<file path="src/rtl/alu_pkg.sv">
// Shared ALU definitions: opcode encoding, datapath width and flag bit positions.
package alu_pkg;

  typedef enum logic [2:0] {
    ADD = 3'd0,
    SUB = 3'd1,
    AND = 3'd2,
    OR  = 3'd3,
    XOR = 3'd4,
    SLT = 3'd5
  } alu_op_e;

  localparam int unsigned ALU_W = 32;

  localparam int unsigned FLAG_Z = 3;
  localparam int unsigned FLAG_N = 2;
  localparam int unsigned FLAG_C = 1;
  localparam int unsigned FLAG_V = 0;

  localparam logic [2:0] OP_MAX_LEGAL = 3'd5;

endpackage

</file>
<file path="src/rtl/alu_issue_q_if.sv">
// Command, ALU and response buses of the ALU issue queue.
// ALU_ISSUE_ERR_EN adds the rsp_err response bit.
interface alu_issue_q_if #(
  parameter int unsigned W     = 32,
  parameter int unsigned TAG_W = 4
);
  logic             cmd_valid;
  logic             cmd_ready;
  logic [2:0]       cmd_op;
  logic [W-1:0]     cmd_a;
  logic [W-1:0]     cmd_b;
  logic [TAG_W-1:0] cmd_tag;

  logic [2:0]       alu_op;
  logic [W-1:0]     alu_a;
  logic [W-1:0]     alu_b;
  logic [W-1:0]     alu_y;
  logic [3:0]       alu_flags;

  logic             rsp_valid;
  logic             rsp_ready;
  logic [W-1:0]     rsp_y;
  logic [3:0]       rsp_flags;
  logic [TAG_W-1:0] rsp_tag;
`ifdef ALU_ISSUE_ERR_EN
  logic             rsp_err;
`endif

  // Environment side: issues commands, hosts the ALU, consumes responses.
  modport master (
    output cmd_valid, cmd_op, cmd_a, cmd_b, cmd_tag, alu_y, alu_flags, rsp_ready,
    input  cmd_ready, alu_op, alu_a, alu_b, rsp_valid, rsp_y, rsp_flags, rsp_tag
`ifdef ALU_ISSUE_ERR_EN
    , input rsp_err
`endif
  );

  // Issue-queue side.
  modport slave (
    input  cmd_valid, cmd_op, cmd_a, cmd_b, cmd_tag, alu_y, alu_flags, rsp_ready,
    output cmd_ready, alu_op, alu_a, alu_b, rsp_valid, rsp_y, rsp_flags, rsp_tag
`ifdef ALU_ISSUE_ERR_EN
    , output rsp_err
`endif
  );

endinterface

</file>
<file path="src/rtl/alu_issue_fifo.sv">
// Synchronous FIFO with head read-through; count distinguishes full from empty.
module alu_issue_fifo #(
  parameter int unsigned DEPTH = 4,
  parameter int unsigned WIDTH = 8,
  localparam int unsigned AW   = $clog2(DEPTH),
  localparam int unsigned CW   = AW + 1
) (
  input  logic             clk,
  input  logic             rst,
  input  logic             push,
  input  logic [WIDTH-1:0] wdata,
  input  logic             pop,
  output logic [WIDTH-1:0] rdata,
  output logic             full,
  output logic             empty,
  output logic [CW-1:0]    count
);

  logic [WIDTH-1:0] mem [DEPTH];
  logic [AW-1:0]    wptr_q, rptr_q;
  logic [CW-1:0]    count_q;
  logic             do_push, do_pop;

  assign full    = (count_q == CW'(DEPTH));
  assign empty   = (count_q == '0);
  assign count   = count_q;
  assign rdata   = mem[rptr_q];
  assign do_push = push && !full;
  assign do_pop  = pop && !empty;

  always_ff @(posedge clk) begin
    if (do_push) begin
      mem[wptr_q] <= wdata;
    end
  end

  // Pointers wrap naturally because DEPTH is a power of two.
  always_ff @(posedge clk or posedge rst) begin
    if (rst) begin
      wptr_q  <= '0;
      rptr_q  <= '0;
      count_q <= '0;
    end else begin
      if (do_push) wptr_q <= wptr_q + 1'b1;
      if (do_pop)  rptr_q <= rptr_q + 1'b1;
      unique case ({do_push, do_pop})
        2'b10:   count_q <= count_q + 1'b1;
        2'b01:   count_q <= count_q - 1'b1;
        default: count_q <= count_q;
      endcase
    end
  end

endmodule

</file>
<file path="src/rtl/alu_issue_q.sv">
// Issue stage in front of the combinational ALU: command FIFO, ALU drive, response register.
// ALU_ISSUE_ERR_EN: ops above OP_MAX_LEGAL capture zero result/flags and raise rsp_err.
module alu_issue_q
  import alu_pkg::*;
#(
  parameter int unsigned DEPTH = 4,
  parameter int unsigned W     = ALU_W,
  parameter int unsigned TAG_W = 4,
  localparam int unsigned CW   = $clog2(DEPTH) + 1
) (
  input  logic          clk,
  input  logic          rst,
  alu_issue_q_if.slave  bus,
  output logic [CW-1:0] count
);

  localparam int unsigned EW = TAG_W + 3 + 2 * W;

  logic [EW-1:0]    wdata, head;
  logic             full, empty, cmd_ready, push, issue;
  logic [TAG_W-1:0] head_tag;
  logic [2:0]       head_op;
  logic [W-1:0]     head_a, head_b;

  logic             rsp_valid_d, rsp_valid_q;
  logic [W-1:0]     rsp_y_d, rsp_y_q;
  logic [3:0]       rsp_flags_d, rsp_flags_q;
  logic [TAG_W-1:0] rsp_tag_d, rsp_tag_q;
`ifdef ALU_ISSUE_ERR_EN
  logic             rsp_err_d, rsp_err_q;
`endif

  assign wdata = {bus.cmd_tag, bus.cmd_op, bus.cmd_a, bus.cmd_b};
  assign {head_tag, head_op, head_a, head_b} = head;

  // Occupancy-only ready; held low while reset is asserted.
  assign cmd_ready     = !full && !rst;
  assign bus.cmd_ready = cmd_ready;
  assign push          = bus.cmd_valid && cmd_ready;
  assign issue         = !empty && (!rsp_valid_q || bus.rsp_ready);

  alu_issue_fifo #(
    .DEPTH (DEPTH),
    .WIDTH (EW)
  ) u_fifo (
    .clk   (clk),
    .rst   (rst),
    .push  (push),
    .wdata (wdata),
    .pop   (issue),
    .rdata (head),
    .full  (full),
    .empty (empty),
    .count (count)
  );

  always_comb begin
    bus.alu_op = '0;
    bus.alu_a  = '0;
    bus.alu_b  = '0;
    if (!empty) begin
      bus.alu_op = head_op;
      bus.alu_a  = head_a;
      bus.alu_b  = head_b;
    end
  end

  always_comb begin
    rsp_valid_d = rsp_valid_q;
    rsp_y_d     = rsp_y_q;
    rsp_flags_d = rsp_flags_q;
    rsp_tag_d   = rsp_tag_q;
`ifdef ALU_ISSUE_ERR_EN
    rsp_err_d   = rsp_err_q;
`endif
    if (issue) begin
      rsp_valid_d = 1'b1;
      rsp_y_d     = bus.alu_y;
      rsp_flags_d = bus.alu_flags;
      rsp_tag_d   = head_tag;
`ifdef ALU_ISSUE_ERR_EN
      rsp_err_d   = 1'b0;
      if (head_op > OP_MAX_LEGAL) begin
        rsp_y_d     = '0;
        rsp_flags_d = '0;
        rsp_err_d   = 1'b1;
      end
`endif
    end else if (rsp_valid_q && bus.rsp_ready) begin
      rsp_valid_d = 1'b0;
    end
  end

  always_ff @(posedge clk or posedge rst) begin
    if (rst) begin
      rsp_valid_q <= 1'b0;
      rsp_y_q     <= '0;
      rsp_flags_q <= '0;
      rsp_tag_q   <= '0;
`ifdef ALU_ISSUE_ERR_EN
      rsp_err_q   <= 1'b0;
`endif
    end else begin
      rsp_valid_q <= rsp_valid_d;
      rsp_y_q     <= rsp_y_d;
      rsp_flags_q <= rsp_flags_d;
      rsp_tag_q   <= rsp_tag_d;
`ifdef ALU_ISSUE_ERR_EN
      rsp_err_q   <= rsp_err_d;
`endif
    end
  end

  assign bus.rsp_valid = rsp_valid_q;
  assign bus.rsp_y     = rsp_y_q;
  assign bus.rsp_flags = rsp_flags_q;
  assign bus.rsp_tag   = rsp_tag_q;
`ifdef ALU_ISSUE_ERR_EN
  assign bus.rsp_err   = rsp_err_q;
`endif

endmodule

</file>
<file path="src/flat_wrapper.sv">
// flat-port wrapper written by rule: the top's interface ports become plain ports
module alu_issue_q_flat import alu_pkg::*;
#(
  parameter int unsigned DEPTH = 4,
  parameter int unsigned W     = ALU_W,
  parameter int unsigned TAG_W = 4,
  localparam int unsigned CW   = $clog2(DEPTH) + 1
)
  (clk, rst, count, bus_cmd_valid, bus_cmd_op, bus_cmd_a, bus_cmd_b, bus_cmd_tag, bus_alu_y, bus_alu_flags, bus_rsp_ready, bus_cmd_ready, bus_alu_op, bus_alu_a, bus_alu_b, bus_rsp_valid, bus_rsp_y, bus_rsp_flags, bus_rsp_tag);
  alu_issue_q_if #(.W(W), .TAG_W(TAG_W)) bus_i ();
  input  logic clk;
  input  logic rst;
  output logic [CW-1:0] count;
  input wire logic [$bits(bus_i.cmd_valid)-1:0] bus_cmd_valid;
  input wire logic [$bits(bus_i.cmd_op)-1:0] bus_cmd_op;
  input wire logic [$bits(bus_i.cmd_a)-1:0] bus_cmd_a;
  input wire logic [$bits(bus_i.cmd_b)-1:0] bus_cmd_b;
  input wire logic [$bits(bus_i.cmd_tag)-1:0] bus_cmd_tag;
  input wire logic [$bits(bus_i.alu_y)-1:0] bus_alu_y;
  input wire logic [$bits(bus_i.alu_flags)-1:0] bus_alu_flags;
  input wire logic [$bits(bus_i.rsp_ready)-1:0] bus_rsp_ready;
  output wire logic [$bits(bus_i.cmd_ready)-1:0] bus_cmd_ready;
  output wire logic [$bits(bus_i.alu_op)-1:0] bus_alu_op;
  output wire logic [$bits(bus_i.alu_a)-1:0] bus_alu_a;
  output wire logic [$bits(bus_i.alu_b)-1:0] bus_alu_b;
  output wire logic [$bits(bus_i.rsp_valid)-1:0] bus_rsp_valid;
  output wire logic [$bits(bus_i.rsp_y)-1:0] bus_rsp_y;
  output wire logic [$bits(bus_i.rsp_flags)-1:0] bus_rsp_flags;
  output wire logic [$bits(bus_i.rsp_tag)-1:0] bus_rsp_tag;
  assign bus_i.cmd_valid = bus_cmd_valid;
  assign bus_i.cmd_op = bus_cmd_op;
  assign bus_i.cmd_a = bus_cmd_a;
  assign bus_i.cmd_b = bus_cmd_b;
  assign bus_i.cmd_tag = bus_cmd_tag;
  assign bus_i.alu_y = bus_alu_y;
  assign bus_i.alu_flags = bus_alu_flags;
  assign bus_i.rsp_ready = bus_rsp_ready;
  assign bus_cmd_ready = bus_i.cmd_ready;
  assign bus_alu_op = bus_i.alu_op;
  assign bus_alu_a = bus_i.alu_a;
  assign bus_alu_b = bus_i.alu_b;
  assign bus_rsp_valid = bus_i.rsp_valid;
  assign bus_rsp_y = bus_i.rsp_y;
  assign bus_rsp_flags = bus_i.rsp_flags;
  assign bus_rsp_tag = bus_i.rsp_tag;
  alu_issue_q #(.DEPTH(DEPTH), .W(W), .TAG_W(TAG_W)) u_core (.clk(clk), .rst(rst), .bus(bus_i), .count(count));
endmodule
</file>
<file path="config.mk">
export PLATFORM = sky130hd
export DESIGN_NAME = alu_issue_q_flat
export DESIGN_NICKNAME = d
export VERILOG_FILES = /design/src/rtl/alu_pkg.sv /design/src/rtl/alu_issue_q_if.sv /design/src/rtl/alu_issue_fifo.sv /design/src/rtl/alu_issue_q.sv /design/src/flat_wrapper.sv
export SDC_FILE = /design/constraint.sdc
export NUM_CORES = 1
export LEC_CHECK = 0
export ABC_CLOCK_PERIOD_IN_PS = 3500
export CORE_ASPECT_RATIO = 0.9
export CORE_MARGIN = 2
export CORE_UTILIZATION = 66
export CTS_BUF_LIST = sky130_fd_sc_hd__clkbuf_4
export DETAILED_ROUTE_END_ITERATION = 12
export DONT_BUFFER_PORTS = 1
export PLACE_DENSITY = 0.82
export SETUP_SLACK_MARGIN = 0.1
export SLEW_MARGIN = 10
export SYNTH_ARGS = -nofsm -noshare
export SYNTH_HDL_FRONTEND = slang
export SYNTH_SLANG_ARGS = --single-unit
</file>
<file path="constraint.sdc">
create_clock -name clk -period 3.5 [get_ports clk]
set_input_delay 0.7 -clock clk [delete_from_list [all_inputs] [get_ports clk]]
set_output_delay 0.7 -clock clk [all_outputs]
set_load 0.01 [all_outputs]
</file>
After elaboration in Yosys (flattened, before gate mapping):

Memory sizes are Yosys's and may differ from the RTL's.
Index checks and enable logic that the tools add are counted.

* add/sub/neg operators: 4
* multiply operators: 0
* div/mod/pow operators: 0
* order comparisons: 0
* equality and inequality tests: 3
* shift operators: 0
* muxes and demuxes: 8
* bitwise gates (word level): 0
* reductions and logical operators: 14

Operators with widths (count)
* $mux W32: 2
* $logic_and A1 B1 Y1: 6
* $pmux W3 S2: 1
* $add A2 B1 Y2 const B: 2
* $logic_not A1 Y1: 4
* $mux W1: 4
* $reduce_bool A2 Y1: 2
* $add A3 B1 Y3 const B: 1
* $eq A3 B3 Y1 const B: 1
* $logic_not A3 Y1: 1
* $mux W3: 1
* $sub A3 B1 Y3 const B: 1
* $eq A2 B1 Y1 const B: 1
* $eq A2 B2 Y1 const B: 1
* $logic_or A1 B1 Y1: 1

* register bits: 48
* bits in latches: 0
* memory bits (writable): 284
* memory bits (read-only): 0
* bits of input ports: 111
* output and inout bits: 112
* logic and storage cells: 37
* memories: 1

Memory list
* u_core.u_fifo.mem: words 4, bits a word 71, rd ports 1, clocked after Yosys merged registers in 0, write ports 1, line alu_issue_fifo.sv:19 `logic [WIDTH-1:0] mem [DEPTH];`

Depth between registers and ports, before layout:

* depth after elaboration: 7
* gate-level depth with buffers: 11
* gate-level depth less buffers: 9

By module:

From an unflattened synthesis, not the netlist that was laid out.

* cells, all modules: 575
* area total of the unflattened synthesis: 12772.2 µm²

Modules (own cells, without submodules)
* alu_issue_fifo: instances 1, cells an instance 409, area an instance 10747.8 µm², sequential area each 8703.3 µm²
* alu_issue_q: instances 1, cells an instance 166, area an instance 2024.4 µm², sequential area each 1026.0 µm²

Worst setup path after synthesis:

OpenSTA, ideal clock, no wires.

* kind: input -> register
* start: in bus_cmd_valid
* end: mem u_core.u_fifo.mem[2][0] (netlist bit), enable pin
* setup time: 0.437 ns
* arrival: 2.986 ns
* required time: 3.063 ns
* slack: 0.078 ns
* cell stages on the path: 3
* path buffers: 0
* path through: inv_1 -> a211oi_1 -> and2_1

* word-level cells in the longest chain between the ends: 4

Ends and longest elaborated chain
* from (decl): line flat_wrapper.sv:14 `input wire logic [$bits(bus_i.cmd_valid)-1:0] bus_cmd_valid;`
* $logic_and A1 B1 Y1: line alu_issue_q.sv:39 `assign push = bus.cmd_valid && cmd_ready;`
* $logic_and A1 B1 Y1: line alu_issue_fifo.sv:28 `assign do_push = push && !full;`
* $mux W1: line alu_issue_fifo.sv:32 `if (do_push) begin`
* $mux W1 (not written as such): line alu_issue_fifo.sv:33 `mem[wptr_q] <= wdata;`
* to (decl): line alu_issue_fifo.sv:19

No other way between the ends.

Worst setup path in the final report:

* start: reg u_core.u_fifo.rptr_q[1]
* end: out bus_alu_a[27]

* word-level cells in the longest chain between the ends: 2

Ends and longest elaborated chain
* from (decl): line alu_issue_fifo.sv:20 `logic [AW-1:0] wptr_q, rptr_q;`
* from (signal assigned): line alu_issue_fifo.sv:45 `if (do_pop) rptr_q <= rptr_q + 1'b1;`
* $mem_v2 Z4 W71
* $mux W32: line alu_issue_q.sv:61 `if (!empty) begin`
* to (decl): line flat_wrapper.sv:24 `output wire logic [$bits(bus_i.alu_a)-1:0] bus_alu_a;`

No other way between the ends.

==> run metrics <==
share of layout cells above drive strength 1=a little under two fifths; synthesized flop and latch total=332; Worst Min Path Start=bus_cmd_b[6]; total number of H-tree levels=3; depth of the most critical reg-to-reg path=4; netlist area before placement=0.01280 mm2; Util after Layout=roughly 74%; average routed wire per standard cell=24.46 um; antenna violations before repair=2; number of nets with antenna violations after routing=0; worst-case register-to-register setup slack=around 0.94 ns; net count after synthesis=just under 700; chip height=136.1 um; most frequent standard cell in the layout excluding fill and tap cells=edfxtp_1; net total in the final layout=754; FILL cells=1,085; hold bufs inserted after CTS=0; FP Rows=48; global-route wire length before repair=around 34,000 um; worst clock skew=around 0.032 ns; clock insertion delay at the later pin of the skew report=slightly below 0.7 ns; maximum number of pins on one net before global-route repair=between 70 and 80; total count of max-transition violations in the final report=0; required arrival time at the worst endpoint=approximately 2.8 ns; total half-perimeter wirelength after legalization and detailed placement=between 10,000 and 15,000 um; Static Leak=4.930 nW; share of the clock period used by the worst path after layout=about 90%; count of mapped cells out of synthesis=roughly 570; Final setup viols=0; critical register-to-register path endpoint=u_core.bus.rsp_y[7]; global-route track usage on met1=between 20% and 30%; TritonCTS Buffers=77; power density of the placed cells=approximately 830 mW/mm2; Cell Chain, Critical Path=mux4_2, and2_1; routability cong.=0.7608; Max FO, Critical Path=72; number of search-and-repair iterations in the first detailed-routing pass=4; vias in the first global route=~6,200; number of max-cap violations=0; TritonCTS clock tree=built; initial core utilization=roughly two thirds; minimum period implied by the final worst setup slack=approximately 3.2 ns; layout overhead on the synthesized area=10.95%; sequential cell area fraction in the yosys report=76.03%; worst setup path start=u_core.u_fifo.rptr_q[1]; RSZ-0062 raised after global routing=no; setup TNS=0 ns; overall fraction of global-route tracks in use=between 20 and 25%; crit start category=register; commonest cells after routing, fill and taps aside=284 x edfxtp_1, 122 x clkbuf_4, 71 x mux4_2; slew at the pin with the worst max-slew slack=1.052 ns; mean instance size in the synthesized netlist=22.29 um2; via/cell ratio=~6; DIE AREA=a little over 0.02 mm2; Crit Reg-Reg Startpoint=u_core.u_fifo.count[0]; root buf cell=clkbuf_4; met2 GRT Util=36.87%; GRT Residual Overflow=0; Critical Path AT=~2.5 ns; peak supply drop=0.0004394 V; critical path's largest stage delay=between 1 and 1.5 ns; chip width=about 150 um; YS warnings=0; CTS sink count=332; number of port buffers=0; Max Clk Rate=314.2 MHz; final number of hold-violating endpoints=0; final hold slack=0.09827 ns; hold endpoint=u_core.u_fifo.mem[3][6]; met3 Use GR=approximately a tenth; clock input transition at the sequential cells of the worst setup and hold paths=approximately 0.070 ns; total routed wirelength=between 20,000 and 25,000 um; HP Class=in2reg; critical-path cell with the highest stage delay=dfrtp_4; total vias in the final route=~5,700; run status=finished clean; number of library cell types mapped by synthesis=23; worst setup path category=reg2out; Bufs on Longest Clock Path=3; headroom to the max-slew limit=between 20 and 30%; initial detailed-routing violation count=approximately 350; busiest grt layer=met2; I/O pin cnt=223; type of destination of the critical path=output pin; number of remaining DRC errors=0; core area=0.01910 mm2; Hold Path Depth=0
-- per-stage QoR --
step | power [mW] | setup slack, ns | std cells | cell area (um2)
after floorplan | 8.016 | 0.8290 | 574 | 12800
after global placement | 8.614 | 0.5992 | 807 | 13100
after detailed placement | 8.726 | 0.5207 | 807 | 13100
after CTS | 11.95 | 0.1072 | 944 | 14160
after global routing | 12.41 | 0.1511 | 948 | 14200
final | 11.84 | 0.3171 | 948 | 14200
-- repair_timing --
| item | 4_1_cts | 5_1_grt |
|---|---|---|
| gates resized for setup | 0 | 1 |
| setup endpoints to repair | 0 | 67 |
| buffers inserted | 0 | 1 |
-- kinds of logic after synthesis --
logic type | after synthesis | synth area share, %
DFF | 332 | 76.03
muxes | 113 | 17.30
and+or+nand+nor | 78 | 3.784
buffers and inverters | 37 | 1.740
xor gates and xnor gates | 6 | 0.4107
adders and majority gates | 6 | 0.6453
AOI/OAI and AO/OA | 2 | 0.09776
-- cell type report --
| type | count | area (um2) | area share [%] |
|---|---|---|---|
| diodes | 3 | 7.507 | 0.05287 |
| clock buffers | 122 | 915.9 | 6.450 |
| clock inverters | 15 | 142.6 | 1.005 |
| inverters | 8 | 30.03 | 0.2115 |
| multi-input cells | 205 | 2860 | 20.14 |
| flip-flops and latches | 332 | 9737 | 68.58 |
| well taps | 250 | 312.8 | 2.203 |
| repair buffers | 13 | 192.7 | 1.357 |
-- state kept, by name, summed over array words and instances, names as in the netlist --
name	flops
u_core.u_fifo.mem	284
u_core.bus.rsp_y	32
u_core.bus.rsp_flags	4
u_core.bus.rsp_tag	4
u_core.u_fifo.count	3
u_core.u_fifo.rptr_q	2
u_core.u_fifo.wptr_q	2
u_core.bus.rsp_valid	1
-- report_power, final --
part,internal [mW],switching [mW]
combinational,1.59,1.49
clock,1.80,1.41
sequential,4.93,0.615
total,8.32,3.52
-- Yosys cell counts --
master	count	area share, %
dfrtp_1	48	9.4
fa_1	1	0.16
mux2_4	38	4.5
xnor2_1	3	0.21
clkbuf_1	15	0.44
ha_1	5	0.49
mux4_2	71	12
buf_6	1	0.088
mux2i_1	1	0.078
and2_1	71	3.5
inv_1	8	0.23
edfxtp_1	284	67
a211oi_1	1	0.059
mux2_2	3	0.26
a21oi_1	1	0.039
nand3_1	1	0.039
or3_1	1	0.049
nand2b_1	2	0.098
nor2_1	2	0.059
buf_2	9	0.35
buf_12	4	0.63
and2_4	1	0.068
xor2_1	3	0.21
-- routing by layer --
metal | part of all wire, % | wire [um]
met5 | 0 | 0
met3 | 11 | 2437
met4 | 2.4 | 557
met2 | 50 | 11570
met1 | 37 | 8621
-- how the worst max path moves through the flow --
stage	endpoint	slack, ns	depth (start not counted)
2_1_floorplan	u_core.u_fifo.mem[0][0]	0.83	3
3_3_place_gp	u_core.u_fifo.count[2]	0.60	8
3_5_place_dp	u_core.bus.rsp_y[7]	0.52	4
4_1_cts	bus_alu_a[27]	0.11	2
5_1_grt	bus_alu_a[27]	0.15	2
6_report	bus_alu_a[27]	0.32	2
-- worst max-delay path, delay by kind of cell, from the launching register on --
kind          cells  cell delay (ns)
mux               1             0.42
flops             1             1.11
simple gates      1             0.23
No activity file was read; power rests on OpenSTA's default activity.
